$ cat config.mk
export PLATFORM = sky130hd
export DESIGN_NAME = stb_req_sched
export DESIGN_NICKNAME = d
export VERILOG_FILES = /design/src/rtl/stb_req_sched.sv
export SDC_FILE = /design/constraint.sdc
export NUM_CORES = 1
export LEC_CHECK = 0
export CORE_MARGIN = 5
export CORE_UTILIZATION = 40
export CTS_CLUSTER_SIZE = 10
export DETAILED_ROUTE_END_ITERATION = 8
export PLACE_DENSITY = 0.69
export SETUP_SLACK_MARGIN = 0.3
export SLEW_MARGIN = 20
export SYNTH_ARGS = -nofsm -noshare
export SYNTH_HDL_FRONTEND = slang
export SYNTH_SLANG_ARGS = --single-unit
$ cat constraint.sdc
create_clock -name clk_i -period 6.15 [get_ports clk_i]
set_input_delay 0.615 -clock clk_i [delete_from_list [all_inputs] [get_ports clk_i]]
set_output_delay 0.615 -clock clk_i [all_outputs]
set_load 0.02 [all_outputs]
$ cat src/rtl/stb_req_sched.sv
// Round-robin scheduler sharing one strobe generator among N_REQ requesters.
// Grants one requester, drives a clean strobe-request edge, tracks completion/timeout, holds, then releases.
module stb_req_sched #(
  parameter int N_REQ          = 4,
  parameter int HOLD_W         = 16,
  parameter int TIMEOUT_CYCLES = 1000000,
  parameter int CNT_W          = 16
) (
  input  logic              clk_i,
  input  logic              arst_i,
  input  logic [N_REQ-1:0]  req_i,
  input  logic [HOLD_W-1:0] hold_cycles_i,
  output logic [N_REQ-1:0]  gnt_o,
  output logic [N_REQ-1:0]  done_o,
  output logic [N_REQ-1:0]  err_o,
  input  logic              stb_rdy_i,
  input  logic              stb_valid_i,
  output logic              stb_req_o,
  output logic              busy_o,
  output logic [CNT_W-1:0]  stb_cnt_o
);

  localparam int IDX_W = $clog2(N_REQ);

  localparam logic [2:0] S_IDLE      = 3'd0;
  localparam logic [2:0] S_WAIT_ACK  = 3'd1;
  localparam logic [2:0] S_WAIT_DONE = 3'd2;
  localparam logic [2:0] S_HOLD      = 3'd3;
  localparam logic [2:0] S_RELEASE   = 3'd4;

  localparam logic [31:0] TMO_LAST = 32'(TIMEOUT_CYCLES - 1);

  logic [2:0]        state_q, state_d;
  logic [IDX_W-1:0]  idx_q, idx_d;
  logic [IDX_W-1:0]  last_q, last_d;
  logic [HOLD_W-1:0] hold_q, hold_d;
  logic [31:0]       tmo_q, tmo_d;
  logic [N_REQ-1:0]  gnt_q, gnt_d;
  logic [N_REQ-1:0]  done_q, done_d;
  logic [N_REQ-1:0]  err_q, err_d;
  logic              stb_req_q, stb_req_d;
  logic              busy_q, busy_d;
  logic [CNT_W-1:0]  cnt_q, cnt_d;

  logic              win_found;
  logic [IDX_W-1:0]  win_idx;
  logic [N_REQ-1:0]  win_oh;
  logic [N_REQ-1:0]  idx_oh;
  logic              tmo_hit;

  // Search starts one past the last released requester, so each requester gets a turn.
  always_comb begin
    int               cand;
    logic [IDX_W-1:0] cand_idx;
    cand      = 0;
    cand_idx  = '0;
    win_found = 1'b0;
    win_idx   = '0;
    for (int k = 1; k <= N_REQ; k++) begin
      cand     = (int'(last_q) + k) % N_REQ;
      cand_idx = IDX_W'(cand);
      if (!win_found && req_i[cand_idx]) begin
        win_found = 1'b1;
        win_idx   = cand_idx;
      end
    end
  end

  assign win_oh  = N_REQ'(1) << win_idx;
  assign idx_oh  = N_REQ'(1) << idx_q;
  // Compared with >= so a count that passed the limit on an exit edge can never slip past it.
  assign tmo_hit = (tmo_q >= TMO_LAST);

  always_comb begin
    // NOTE: every signal gets a default first so no path through the case leaves it unassigned (no latches).
    state_d   = state_q;
    idx_d     = idx_q;
    last_d    = last_q;
    hold_d    = hold_q;
    tmo_d     = tmo_q;
    gnt_d     = gnt_q;
    done_d    = '0;
    err_d     = '0;
    stb_req_d = stb_req_q;
    cnt_d     = cnt_q;

    case (state_q)
      S_IDLE: begin
        if (stb_rdy_i && win_found) begin
          state_d   = S_WAIT_ACK;
          idx_d     = win_idx;
          gnt_d     = win_oh;
          stb_req_d = 1'b1;
          hold_d    = hold_cycles_i;
          tmo_d     = '0;
        end
      end
      S_WAIT_ACK: begin
        tmo_d = tmo_q + 32'd1;
        if (!stb_valid_i) begin
          state_d = S_WAIT_DONE;
        end else if (tmo_hit) begin
          state_d   = S_RELEASE;
          gnt_d     = '0;
          done_d    = idx_oh;
          err_d     = idx_oh;
          stb_req_d = 1'b0;
        end
      end
      S_WAIT_DONE: begin
        tmo_d = tmo_q + 32'd1;
        if (stb_valid_i) begin
          cnt_d     = cnt_q + 1'b1;
          stb_req_d = 1'b0;
          if (hold_q == '0) begin
            state_d = S_RELEASE;
            gnt_d   = '0;
            done_d  = idx_oh;
          end else begin
            state_d = S_HOLD;
          end
        end else if (tmo_hit) begin
          state_d   = S_RELEASE;
          gnt_d     = '0;
          done_d    = idx_oh;
          err_d     = idx_oh;
          stb_req_d = 1'b0;
        end
      end
      S_HOLD: begin
        if (hold_q == HOLD_W'(1)) begin
          state_d = S_RELEASE;
          gnt_d   = '0;
          done_d  = idx_oh;
        end else begin
          hold_d = hold_q - 1'b1;
        end
      end
      S_RELEASE: begin
        state_d = S_IDLE;
        last_d  = idx_q;
      end
      default: begin
        state_d   = S_IDLE;
        gnt_d     = '0;
        stb_req_d = 1'b0;
      end
    endcase

    busy_d = (state_d != S_IDLE);
  end

  // NOTE: state registers use non-blocking assignments so every flop updates from pre-edge values.
  always_ff @(posedge clk_i or negedge arst_i) begin
    if (!arst_i) begin
      state_q   <= S_IDLE;
      idx_q     <= '0;
      last_q    <= IDX_W'(N_REQ - 1);
      hold_q    <= '0;
      tmo_q     <= '0;
      gnt_q     <= '0;
      done_q    <= '0;
      err_q     <= '0;
      stb_req_q <= 1'b0;
      busy_q    <= 1'b0;
      cnt_q     <= '0;
    end else begin
      state_q   <= state_d;
      idx_q     <= idx_d;
      last_q    <= last_d;
      hold_q    <= hold_d;
      tmo_q     <= tmo_d;
      gnt_q     <= gnt_d;
      done_q    <= done_d;
      err_q     <= err_d;
      stb_req_q <= stb_req_d;
      busy_q    <= busy_d;
      cnt_q     <= cnt_d;
    end
  end

  assign gnt_o     = gnt_q;
  assign done_o    = done_q;
  assign err_o     = err_q;
  assign stb_req_o = stb_req_q;
  assign busy_o    = busy_q;
  assign stb_cnt_o = cnt_q;

endmodule

==> results_dict.tcl <==
set metrics [dict create \
    p_per_area_nw_per_um2 376 \
    reg2reg_to "state_q[0]" \
    maxCapViolCount 0 \
    synth_most_common_cell "dfrtp_1" \
    syn_area_per_cell_um2 9.29 \
    rows 38 \
    first_iter_violations 209 \
    cts.sinks 85 \
    min_path_type "input port to async pin" \
    p_total_mw 2.00 \
    tightest_slew_ns 0.929 \
    path_cells "clkdlybuf4s50_1 > o41ai_2 > nand3b_1 > o21a_1 > o311ai_0" \
    startpoint_type "input port" \
    setup_viol 0 \
    r2r_slack_ns 3.47 \
    synth_edf_count 0 \
    r2r_cells 6 \
    cts_setup_buffers 0 \
    synth_top_flop_cell "dfrtp_1" \
    portBuffers 53 \
    max_freq_ghz 0.343 \
    end_kind "register" \
    min_period_ns 2.92 \
    die_area_um2 13300 \
    cts-root-buf "clkbuf_8" \
    synth_compound_area_share_pct 15.3 \
    ys_seq_area_share_pct 47.9 \
    final_cells 672 \
    dp_hpwl_mm 6.85 \
    final_util_pct 49.0 \
    ant_nets 0 \
    synth_common_cells "83 x dfrtp_1, 46 x nor2_1, 41 x nand2_1" \
    start_util_pct 41.0 \
    syn_area_um2 4440 \
    grt_overflow_total 0 \
    synth_top_cell_area_share_pct 46.8 \
    cp_top_family "compound AO/OA/AOI/OAI gates" \
    skew_ns 0.0126 \
    tns_ns 0 \
    synth_seq_cells 85 \
    synth.distinct_cells 55 \
    wl_per_cell_um 14.8 \
    cts_buffers 9 \
    fin_crit_sh_pct 47.4 \
    top_layer "met4" \
    antenna_found_initial 0 \
    cp.required_ns 6.34 \
    syn_nets 506 \
    place_inst 656 \
    grt_setup_unrepaired "false" \
    async_reset_ff_share_pct 100 \
    met3_length_um 482 \
    grt_pass1_wl_mm 16.8 \
    cpMaxStageDelayCell "o41ai_2" \
    synth_area_leader_cell "dfrtp_1" \
    cts_tree "yes" \
    synth_top_family_by_area "simple AND/OR/NAND/NOR gates" \
    antenna_cells 0 \
    cp-startpoint "req_i[1]" \
    dr_total_vias 3670 \
    synth_mux_area_share_pct 0.958 \
    totalWireLength_mm 9.97 \
    io_pins 54 \
    setup.worst_path.class "input port to register" \
    syn_inst 478 \
    status "finished clean" \
    grt_use_total_pct 15.6 \
    leakagePower_nw 2.21 \
    die_y_um 115 \
    drive_gt1_share_pct 7.33 \
    final_nets 555 \
    crit_fanout 21 \
    fillCellCount 996 \
    post_cts_resize_count 0 \
    synthTopCellsByArea "dfrtp_1 47%, xor2_1 4.7%, nor2_1 3.9%, a21oi_1 3.8%, nand2_1 3.5%" \
    r2r-start "hold_q[1]" \
    first_pass_iters 5 \
    clock_latency_ns 0.37 \
    syn2layout_area_growth_pct 19.5 \
    cts_hold_buf 0 \
    routed_via_density 5.46 \
    grt_pass1_vias 3617 \
    wl_met2_mm 4.72 \
    max_slew_margin_pct 37.9 \
    synthXorXnorAreaFrac_pct 7.10 \
    ir_worst_vdd_v 0.000144 \
    gp_congestion 0.814 \
    cp.buffers_inverters 1 \
    drc 0 \
    maxSlewViolCount 0 \
    synth_adder_area_share_pct 1.13 \
    synth-simple-area-share_pct 24.6 \
    htreeDepth 3 \
    wl_met1_mm 4.60 \
    clk_pin_slew_ns 0.09 \
    die_x_um 115 \
    core-area_um2 10800 \
    grt_max_degree 86 \
    finalHoldViolCount 0 \
    clockBufferDepth 2 \
    critPathMaxStageDelay_ns 0.75 \
    arrival_ns 3.11 \
    yosys_warnings 0 \
]
==> registers in the layout (all words and copies together) (netlist names) <==
signal     cells
stb_req_o      1
gnt_o          4
busy_o         1
stb_cnt_o     16
hold_q        16
idx_q          2
tmo_q         32
state_q        3
err_o          4
last_q         2
done_o         4
==> layer usage <==
metal	vias to the layer above	GRT usage [%]
li1	1825	-
met1	1764	20.4
met2	70	25.4
met3	11	3.00
met4	0	6.42
met5	-	0
==> through the flow <==
| step | instance area (µm²) | hold WS [ns] | worst slack (ns) |
|---|---|---|---|
| 4_1_cts | 5290 | 0.468 | 3.00 |
| 6_report | 5310 | 0.284 | 3.23 |
| 3_5_place_dp | 5110 | 0.470 | 2.63 |
| 3_3_place_gp | 5110 | 0.463 | 2.79 |
| 5_1_grt | 5310 | 0.352 | 3.02 |
| 2_1_floorplan | 4440 | 0.319 | 3.68 |
==> cells in the final DEF, fill, tap and decap left out, types with 8 or more instances in the layout <==
cell type | netlist | final
nand2b_1 | 8 | 8
dfrtp_1 | 83 | 83
nand3_1 | 21 | 21
nor3_1 | 13 | 13
inv_1 | 15 | 15
nand4_1 | 18 | 18
or3_1 | 12 | 12
a21oi_1 | 34 | 34
o21ai_0 | 27 | 27
nand2_1 | 41 | 41
nor2_1 | 46 | 46
clkdlybuf4s50_1 | 0 | 52
xnor2_1 | 12 | 12
xor2_1 | 24 | 24
clkbuf_8 | 0 | 10
and3_1 | 10 | 10
==> worst max path at each step <==
stage	to	slack [ns]	cells past startpoint
final	state_q[0]	3.23	5
after floorplan	done_o[0]	3.68	5
after CTS	state_q[0]	3.00	5
after global placement	state_q[0]	2.79	5
after global routing	state_q[0]	3.02	5
after detailed placement	state_q[0]	2.63	5
==> cells by family after synthesis <==
logic type                 count (synthesis)
adders and majority gates                  4
DFF                                       85
buffers and inverters                     35
and+or+nand+nor                          208
muxes                                      4
xor gates and xnor gates                  36
AOI/OAI and AO/OA                        106
==> where the power goes <==
group,internal [mW],switching (mW),leakage (nW),total (mW)
clock network,0.158,0.201,0.0855,0.360
registers,0.689,0.148,1.12,0.838
logic,0.326,0.474,1.01,0.800
total,1.17,0.824,2.21,2.00
==> cell type report <==
class / instances / area, µm² / area share (%)
inverter: 15 / 56.3 / 1.06
clock buffer: 11 / 141 / 2.66
multi-input combinational: 358 / 2200 / 41.4
timing repair buffer: 58 / 569 / 10.7
clock inverter: 5 / 37.5 / 0.707
tap: 140 / 175 / 3.30
sequential: 85 / 2130 / 40.1
==> worst register-to-register path: cells and delay by family (launching register included) <==
kind	cells	cell delay, ns
AOI/OAI and AO/OA	2	0.87
adders and majority gates	1	0.17
buffers and inverters	1	0.10
DFF	1	0.40
and+or+nand+nor	2	0.98
Power figures use the tool's default switching activity.
